`src/rtl/seg7_scan_driver_if.sv`:
```
// rtl/seg7_scan_driver_if.sv - core-to-display bundle for seg7_scan_driver
//
// Purpose: groups the staging inputs and the display pins of the scan driver.
// Signals:
//   load        single-cycle request to stage new display contents
//   data_in     nibble i (bits 4i+3:4i) is the hex value for digit i
//   dp_in       decimal point per digit, 1 = lit
//   en_in       digit enable per digit, 1 = shown
//   seg_an      anode select, active-low
//   seg_out     {dp,g,f,e,d,c,b,a}, active-low
//   frame_start one-cycle pulse when slot 0 of a new frame begins
// master = core side (drives staging inputs), slave = scan driver.
interface seg7_scan_driver_if;
  logic        load;
  logic [31:0] data_in;
  logic [7:0]  dp_in;
  logic [7:0]  en_in;
  logic [7:0]  seg_an;
  logic [7:0]  seg_out;
  logic        frame_start;

  modport master (
    output load, data_in, dp_in, en_in,
    input  seg_an, seg_out, frame_start
  );

  modport slave (
    input  load, data_in, dp_in, en_in,
    output seg_an, seg_out, frame_start
  );
endinterface

```
`src/rtl/seg7_scan_driver.sv`:
```
// rtl/seg7_scan_driver.sv - multiplexed 8-digit seven-segment scan driver
//
// Purpose: time-multiplexes up to 8 digits, blanks the start of every digit
// slot to suppress ghosting, and commits staged data only at frame boundaries.
// Ports:
//   clk  system clock, all logic on posedge
//   rst  synchronous reset, active-high
//   bus  seg7_scan_driver_if.slave (load/data_in/dp_in/en_in in,
//        seg_an/seg_out/frame_start out, all outputs registered)
module seg7_scan_driver #(
  parameter int DIGITS       = 8,
  parameter int SCAN_DIV     = 100000,
  parameter int BLANK_CYCLES = 1000
) (
  input  logic                clk,
  input  logic                rst,
  seg7_scan_driver_if.slave   bus
);

  localparam int CW = $clog2(SCAN_DIV);

  logic [CW-1:0] cnt;
  logic [2:0]    idx;

  logic          pending_valid;
  logic [31:0]   stg_data;
  logic [7:0]    stg_dp;
  logic [7:0]    stg_en;

  logic [31:0]   disp_data;
  logic [7:0]    disp_dp;
  logic [7:0]    disp_en;

  logic [7:0]    an_q;
  logic [7:0]    seg_q;
  logic          fs_q;

  logic          slot_end;
  logic          frame_end;
  logic [3:0]    nib;
  logic [7:0]    an_d;
  logic [7:0]    seg_d;

  function automatic logic [6:0] decode(input logic [3:0] v);
    case (v)
      4'h0:    decode = 7'h40;
      4'h1:    decode = 7'h79;
      4'h2:    decode = 7'h24;
      4'h3:    decode = 7'h30;
      4'h4:    decode = 7'h19;
      4'h5:    decode = 7'h12;
      4'h6:    decode = 7'h02;
      4'h7:    decode = 7'h78;
      4'h8:    decode = 7'h00;
      4'h9:    decode = 7'h10;
      4'hA:    decode = 7'h08;
      4'hB:    decode = 7'h03;
      4'hC:    decode = 7'h46;
      4'hD:    decode = 7'h21;
      4'hE:    decode = 7'h06;
      default: decode = 7'h0E;
    endcase
  endfunction

  assign slot_end  = (cnt == CW'(SCAN_DIV - 1));
  assign frame_end = slot_end && (idx == 3'(DIGITS - 1));

  // Slot counter and digit index.
  always_ff @(posedge clk) begin
    if (rst) begin
      cnt <= '0;
      idx <= '0;
    end else if (slot_end) begin
      cnt <= '0;
      idx <= (idx == 3'(DIGITS - 1)) ? 3'd0 : idx + 3'd1;
    end else begin
      cnt <= cnt + CW'(1);
    end
  end

  // Staging and frame-boundary commit. A load on the boundary cycle bypasses
  // the staging registers so the newest values win and nothing stays pending.
  always_ff @(posedge clk) begin
    if (rst) begin
      pending_valid <= 1'b0;
      stg_data      <= '0;
      stg_dp        <= '0;
      stg_en        <= '0;
      disp_data     <= '0;
      disp_dp       <= '0;
      disp_en       <= '0;
    end else begin
      if (bus.load) begin
        stg_data <= bus.data_in;
        stg_dp   <= bus.dp_in;
        stg_en   <= bus.en_in;
      end
      if (frame_end && bus.load) begin
        disp_data     <= bus.data_in;
        disp_dp       <= bus.dp_in;
        disp_en       <= bus.en_in;
        pending_valid <= 1'b0;
      end else if (frame_end && pending_valid) begin
        disp_data     <= stg_data;
        disp_dp       <= stg_dp;
        disp_en       <= stg_en;
        pending_valid <= 1'b0;
      end else if (bus.load) begin
        pending_valid <= 1'b1;
      end
    end
  end

  // Next pin values from the current slot; registering them gives the
  // one-cycle lag behind cnt/idx.
  always_comb begin
    an_d  = 8'hFF;
    seg_d = 8'hFF;
    nib   = disp_data[{idx, 2'b00} +: 4];
    if (cnt >= CW'(BLANK_CYCLES) && disp_en[idx]) begin
      an_d  = ~(8'd1 << idx);
      seg_d = {~disp_dp[idx], decode(nib)};
    end
  end

  always_ff @(posedge clk) begin
    if (rst) begin
      an_q  <= 8'hFF;
      seg_q <= 8'hFF;
      fs_q  <= 1'b0;
    end else begin
      an_q  <= an_d;
      seg_q <= seg_d;
      fs_q  <= frame_end;
    end
  end

  assign bus.seg_an      = an_q;
  assign bus.seg_out     = seg_q;
  assign bus.frame_start = fs_q;

endmodule

```
`src/flat_wrapper.sv`:
```
// flat-port wrapper written by rule: the top's interface ports become plain ports
module seg7_scan_driver_flat 
#(
  parameter int DIGITS       = 8,
  parameter int SCAN_DIV     = 100000,
  parameter int BLANK_CYCLES = 1000
)
  (clk, rst, bus_load, bus_data_in, bus_dp_in, bus_en_in, bus_seg_an, bus_seg_out, bus_frame_start);
  seg7_scan_driver_if bus_i ();
  input  logic clk;
  input  logic rst;
  input wire logic [$bits(bus_i.load)-1:0] bus_load;
  input wire logic [$bits(bus_i.data_in)-1:0] bus_data_in;
  input wire logic [$bits(bus_i.dp_in)-1:0] bus_dp_in;
  input wire logic [$bits(bus_i.en_in)-1:0] bus_en_in;
  output wire logic [$bits(bus_i.seg_an)-1:0] bus_seg_an;
  output wire logic [$bits(bus_i.seg_out)-1:0] bus_seg_out;
  output wire logic [$bits(bus_i.frame_start)-1:0] bus_frame_start;
  assign bus_i.load = bus_load;
  assign bus_i.data_in = bus_data_in;
  assign bus_i.dp_in = bus_dp_in;
  assign bus_i.en_in = bus_en_in;
  assign bus_seg_an = bus_i.seg_an;
  assign bus_seg_out = bus_i.seg_out;
  assign bus_frame_start = bus_i.frame_start;
  seg7_scan_driver #(.DIGITS(DIGITS), .SCAN_DIV(SCAN_DIV), .BLANK_CYCLES(BLANK_CYCLES)) u_core (.clk(clk), .rst(rst), .bus(bus_i));
endmodule
```
`config.mk`:
```
export PLATFORM = sky130hd
export DESIGN_NAME = seg7_scan_driver_flat
export DESIGN_NICKNAME = d
export VERILOG_FILES = /design/src/rtl/seg7_scan_driver_if.sv /design/src/rtl/seg7_scan_driver.sv /design/src/flat_wrapper.sv
export SDC_FILE = /design/constraint.sdc
export NUM_CORES = 1
export LEC_CHECK = 0
export CORE_MARGIN = 5
export CORE_UTILIZATION = 28
export DETAILED_ROUTE_END_ITERATION = 10
export PLACE_DENSITY = 0.42
export REMOVE_ABC_BUFFERS = 1
export SLEW_MARGIN = 15
export SYNTH_ARGS = -nofsm -noshare
export SYNTH_HDL_FRONTEND = slang
export SYNTH_SLANG_ARGS = --single-unit
```
`constraint.sdc`:
```
create_clock -name clk -period 3.6 [get_ports clk]
set_input_delay 0.54 -clock clk [delete_from_list [all_inputs] [get_ports clk]]
set_output_delay 0.54 -clock clk [all_outputs]
set_load 0.02 [all_outputs]
```
**Yosys cells after proc, flatten, opt, wreduce, memory -nomap -nowiden**

Memory sizes are Yosys's and may differ from the RTL's. A register that Yosys moved wholly into a read port is not among the register bits.
Index checks and enable logic that the tools add are counted.
Widths: inputs -> output; s select.

- Flip-flop bits (word level): 134
- Bits in read-only memories: 112
- Input port bits: 51
- Output and inout bits: 17
- Memories: 1

- $add $sub $neg: 2
- Magnitude comparators: 2
- Equality and inequality tests: 2
- Shifts and indexed selects: 2
- Muxes and demuxes: 11
- Bitwise operators: 3
- Reduce and logical (&&, ||, !) cells: 8

Memories:

| name | depth | width | read ports | clocked after Yosys merged registers in | write ports | RTL line | RTL |
|---|---|---|---|---|---|---|---|
| (name not given) | 16 | 7 | 1 | 1 | 0 | seg7_scan_driver.sv:45 | `case (v)` |

Operators with widths:

| cell | number |
|---|---|
| $mux 32 | 2 |
| $mux 8 | 4 |
| $shiftx 32x6->4 | 1 |
| $add 17x1->17 const B | 1 |
| $eq 17x17->1 const B | 1 |
| $ge 17x10->1 const B | 1 |
| $not 8->8 | 1 |
| $shl 1x3->8 const A | 1 |
| $bmux 1 s3 | 2 |
| $logic_and 1x1->1 | 4 |
| $lt 3x4->1 const B | 1 |
| $reduce_or 2->1 | 2 |
| $add 3x1->3 const B | 1 |
| $eq 3x3->1 const B | 1 |
| $mux 3 | 1 |
| $reduce_or 3->1 | 1 |
| $mux 1 | 2 |
| $not 1->1 | 2 |
| $reduce_bool 2->1 | 1 |

**Logic depth before layout (Yosys ltp)**

- Word-level depth: 5
- Gate-level depth with buffers: 10

**Worst setup path before layout**

OpenSTA, ideal clock, no wires.

- Path kind: reg2reg
- From: register u_core.idx[0]
- To: register u_core.seg_q[4], in the netlist u_core.bus.seg_out[4]
- Arrival: 2.412 ns
- Path slack: 1.047 ns
- Cell stages (with the launch flop): 9
- Period minus slack after synthesis: 2.553 ns
- Cells stage by stage: dfxtp_1 -> clkbuf_1 -> buf_2 -> mux4_2 -> mux2_2 -> ha_1 -> mux2_2 -> nand2_1 -> o211ai_1

- Longest elaborated chain between the ends: 5

Ends and longest elaborated chain:

| item | RTL line | RTL |
|---|---|---|
| from (decl) | seg7_scan_driver.sv:23 | `logic [2:0] idx;` |
| from (signal assigned) | seg7_scan_driver.sv:75 | `idx <= (idx == 3'(DIGITS - 1)) ? 3'd0 : idx + 3'd1;` |
| $bmux 1 s3 | seg7_scan_driver.sv:120 | `if (cnt >= CW'(BLANK_CYCLES) && disp_en[idx]) begin` |
| $mux 1 (implied by the code) | seg7_scan_driver.sv:120 |  |
| $logic_and 1x1->1 | seg7_scan_driver.sv:120 |  |
| $not 1->1 (no source line) | - |  |
| $reduce_or 2->1 (no source line) | - |  |
| to (decl) | seg7_scan_driver.sv:35 | `logic [7:0] seg_q;` |

Several ways; a longest one is shown, not always the timed one. The select of a mux whose other input is x is not followed.
A chain may end at the register's enable or synchronous reset.

**Worst setup path in the final report**

- From: register u_core.idx[0]
- To: register u_core.disp_en[1]

- Longest elaborated chain between the ends: 4

Ends and longest elaborated chain:

| item | RTL line | RTL |
|---|---|---|
| $eq 3x3->1 * | seg7_scan_driver.sv:66 | `assign frame_end = slot_end && (idx == 3'(DIGITS - 1));` |
| $logic_and 1x1->1 * | seg7_scan_driver.sv:66 |  |
| $logic_and 1x1->1 (on tied branches) | seg7_scan_driver.sv:98, seg7_scan_driver.sv:103 |  |
| $mux 8 / $reduce_bool 2->1 (equally long branches) | - |  |
| to (signal assigned) | seg7_scan_driver.sv:101 | `disp_en <= bus.en_in;` |
| to (signal assigned) | seg7_scan_driver.sv:106 | `disp_en <= stg_en;` |
| to (decl) | seg7_scan_driver.sv:32 | `logic [7:0] disp_en;` |

Mark *: on every way between the ends. The rest lies on a longest branch, timed or not.

==> results.md <==
- The power density relative to cell area is 488 nW/um^2.
- At the worst endpoint, the required time is 3920 ps.
- The setup fix buffers added after clock tree synthesis is 0.
- The data arrival time at the worst-slack endpoint is 2940 ps.
- From bottom edge to top edge, the die measures 160 um.
- The area growth from synthesis to layout is 25.7%.
- The final layout net count is 839.
- In the routed design, unresolved DRC markers number 0.
- The final clock skew is 8.89 ps.
- The flow ran to the end, and the final reports show no timing, DRC or antenna violations.
- CTS built an H-tree with a depth of 4.
- The initial antenna violation count came to 0.
- The number of top-level pins is 68.
- The leading register cell type out of synthesis is sky130_fd_sc_hd__dfxtp_1.
- The leftover overflow at the end of global routing is 0.
- IR analysis of the VDD net gives a maximum drop of 233 uV.
- In the final routed layout, each cell accounts on average for 15.2 um.
- The total number of vias is 5098.
- The maximum fanout along the worst path is 27.
- During placement, the flow inserted port buffers numbering 67.
- In this run the cell area measured after placement is 7190 um^2.
- The post-DP HPWL is 10.7 mm.
- The cell count after synthesis came out at 728.
- The die covers 25500 um^2.
- The number of global-route vias before repair is 5142.
- The async set-or-reset flop fraction in the synthesized netlist is 0.
- The kind of start point of the critical path is a flip-flop.
- Post-CTS repair changed the size of 0 cells.
- For this configuration, the core starts out at a cell density of 0.286.
- In the routed layout, each cell is associated on average with a via count of 4.78.
- The worst path in the final design needs a cycle of 2620 ps, including I/O delays and setup.
- The switching power share of the total is 0.214.
- Counting tap cells, the placed design contains a total of 1035 instances.
- The part of the power in registers is 0.402.
- The leakage power figure is 2.96 nW.
- The count of non-filler cells in the finished layout is 1067.
- The sort of element at the end of the critical path is a flip-flop.
- Routability-driven placement finished with a final weighted congestion of 0.742.
- Setup violations remaining at the end of the flow were counted as 0.
- The clock sink count is 134.
- Setup repair after global routing left no endpoint under its margin.
- For this run, the top clock speed supported by timing is 382 MHz.
- The design internal power is 0.00303 W.
- The post-synthesis cell type count is 42.
- Entering global routing, the biggest net connects 60 pins.
- The count of maximum capacitance violations is 0.
- The worst-skew pair later-pin latency is 410 ps.
- The final-report hold violation count is 0.
- In the layout the commonest cells are sky130_fd_sc_hd__nor2_1, sky130_fd_sc_hd__dfxtp_1, sky130_fd_sc_hd__clkdlybuf4s50_1.
- The first TritonRoute pass finished after 4 iterations.
- With fillers left out, the area of the finished cells amounts to 7890 um^2.
- The register bit total from synthesis is 134.
- At the pin with the least slew margin, the transition time is 773 ps.
- The first-pass GRT wire length is 26.8 mm.
- The final layout contains routed wiring with a total length of 16.2 mm.
- The row count is 54.
- Of the cells placed in the final design, the portion with a size suffix greater than 1 is 0.116.
- The net switching power of the design is 0.000825 W.
- The CTS tree is built.
- The class of the tightest hold or removal check is flip-flop to flip-flop.
- Clock tree synthesis inserted a total of 17 buffers.
- After clock tree synthesis, the clock-pin slew on the worst setup and hold paths is 60 ps.
- The post-synthesis cell area is 6270 um^2.
- The critical path start-end classification is flip-flop to flip-flop.
- The final period utilization is 0.727.
- The post-detailed-route count of antenna-violating nets is 0.
- The final number of max-transition violations is 0.
- The detailed router's first-iteration violation count is 243.
- The repair_antennas step left the layout with diodes totalling 0.
- The Yosys step of the flow raised 0 warnings.
- The worst slew margin relative to its limit is 0.485.
- The horizontal extent of the die is 160 um.
- In this run the clock root is driven by a sky130_fd_sc_hd__clkbuf_16.
- The core region is 22000 um^2.
- The number of synthesized flops with an enable pin is 0.
- The hold buffer count at CTS is 0.
- The clock network fraction of total power is 0.534.
- The library cell used most frequently in the layout, excluding fill and tap cells, is sky130_fd_sc_hd__nor2_1.
- The overall fraction of global-route tracks in use is 0.129.
- The total of fill cells in the finished design is 2219.
- Averaged over all synthesized cells, the footprint is 8.62 um^2.
- The clock passes through at most 2 buffers.
- The share of total power dissipated in combinational logic is 0.065.
- The proportion of synthesized chip area in sequential cells is 0.428.
## cells in the mapped netlist (all sizes together), types with 2 or more instances
master    n  area, um^2
o221ai    3        26.3
clkbuf   40         150
o21ai    27         135
or4       3        26.3
mux2i    56         561
dfxtp   134        2680
inv      35         131
o22ai     4        25.0
buf      17        87.6
mux4     12         270
ha       14         175
xnor2     8        70.1
and2      2        12.5
xor2      5        43.8
a21oi     5        25.0
or3       3        18.8
o211ai    2        15.0
nor2    207         777
nand2b    4        25.0
a41oi    21         184
nand3    10        50.1
nand2    46         173
nand4     2        12.5
mux2      3        33.8
a211oi   28         310
nor4     23         150
nor3      5        25.0
## sequential cells by signal, indices dropped and copies added (netlist names)
| signal | flops |
|---|---|
| u_core.disp_en | 8 |
| u_core.disp_data | 32 |
| u_core.disp_dp | 8 |
| u_core.pending_valid | 1 |
| u_core.idx | 3 |
| u_core.stg_en | 8 |
| u_core.bus.frame_start | 1 |
| u_core.cnt | 17 |
| u_core.bus.seg_out | 8 |
| u_core.stg_data | 32 |
| u_core.stg_dp | 8 |
| u_core.bus.seg_an | 8 |
## cells by family after synthesis
logic type	after synthesis	synth area share
simple gates	311	0.212
flops	134	0.428
buf+inv	93	0.0594
compound gates	92	0.117
mux	71	0.138
fa+ha+maj	14	0.0279
xor+xnor	13	0.0181
## metal layers
metal	up-vias	share of wire	GRT usage
met2	94	0.47	0.216
met4	0	0.0098	0.0292
met1	2422	0.48	0.167
li1	2570	-	-
met3	12	0.034	0.0330
met5	-	0	0
## final timing paths
kind / start / end / slack [ps] / depth (start not counted)
worst min register to register: u_core.cnt[0] / u_core.cnt[0] / 490 / 1
worst max register to register: u_core.idx[0] / u_core.disp_en[1] / 980 / 8
worst max-delay path: u_core.idx[0] / u_core.disp_en[1] / 980 / 8
worst min-delay path: u_core.cnt[0] / u_core.cnt[0] / 490 / 1
## per-stage QoR
stage | total power (W) | util | hold WS (ps) | setup WS (ps) | setup TNS, ps
floorplan | 0.00169 | - | 442 | -64.5 | -1350
finish | 0.00385 | 0.359 | 486 | 982 | 0
CTS | 0.00391 | 0.359 | 491 | 897 | 0
detailed placement | 0.00183 | 0.327 | 478 | 914 | 0
global placement | 0.00183 | 0.327 | 462 | 1000 | 0
global route | 0.00400 | 0.359 | 508 | 684 | 0
## worst max-delay path, cell delays in order, from the launching register on
cell	delay, ps
sky130_fd_sc_hd__dfxtp_1	690
sky130_fd_sc_hd__buf_4	290
sky130_fd_sc_hd__ha_1	190
sky130_fd_sc_hd__ha_1	160
sky130_fd_sc_hd__buf_4	300
sky130_fd_sc_hd__nor3b_4	230
sky130_fd_sc_hd__buf_4	330
sky130_fd_sc_hd__nor2_1	100
sky130_fd_sc_hd__a211oi_2	230
## cell type report
class                   count  area, um^2  area share
multi-input cells         501        3230       0.409
flip-flops and latches    134        2680       0.340
repair buffers             84         793       0.101
clock buffers              20         447      0.0566
well taps                 280         350      0.0444
clock inverters            12         248      0.0314
inverters                  36         135      0.0171
## power groups by stage
stage               sequential (W)  combinational, W  clock (W)
global placement           0.00158          0.000248          0
detailed placement         0.00158          0.000252          0
global route               0.00155          0.000282    0.00217
CTS                        0.00155          0.000253    0.00211
finish                     0.00155          0.000248    0.00206
floorplan                  0.00157          0.000114          0
Note: power is estimated with default switching activity, not from simulation.
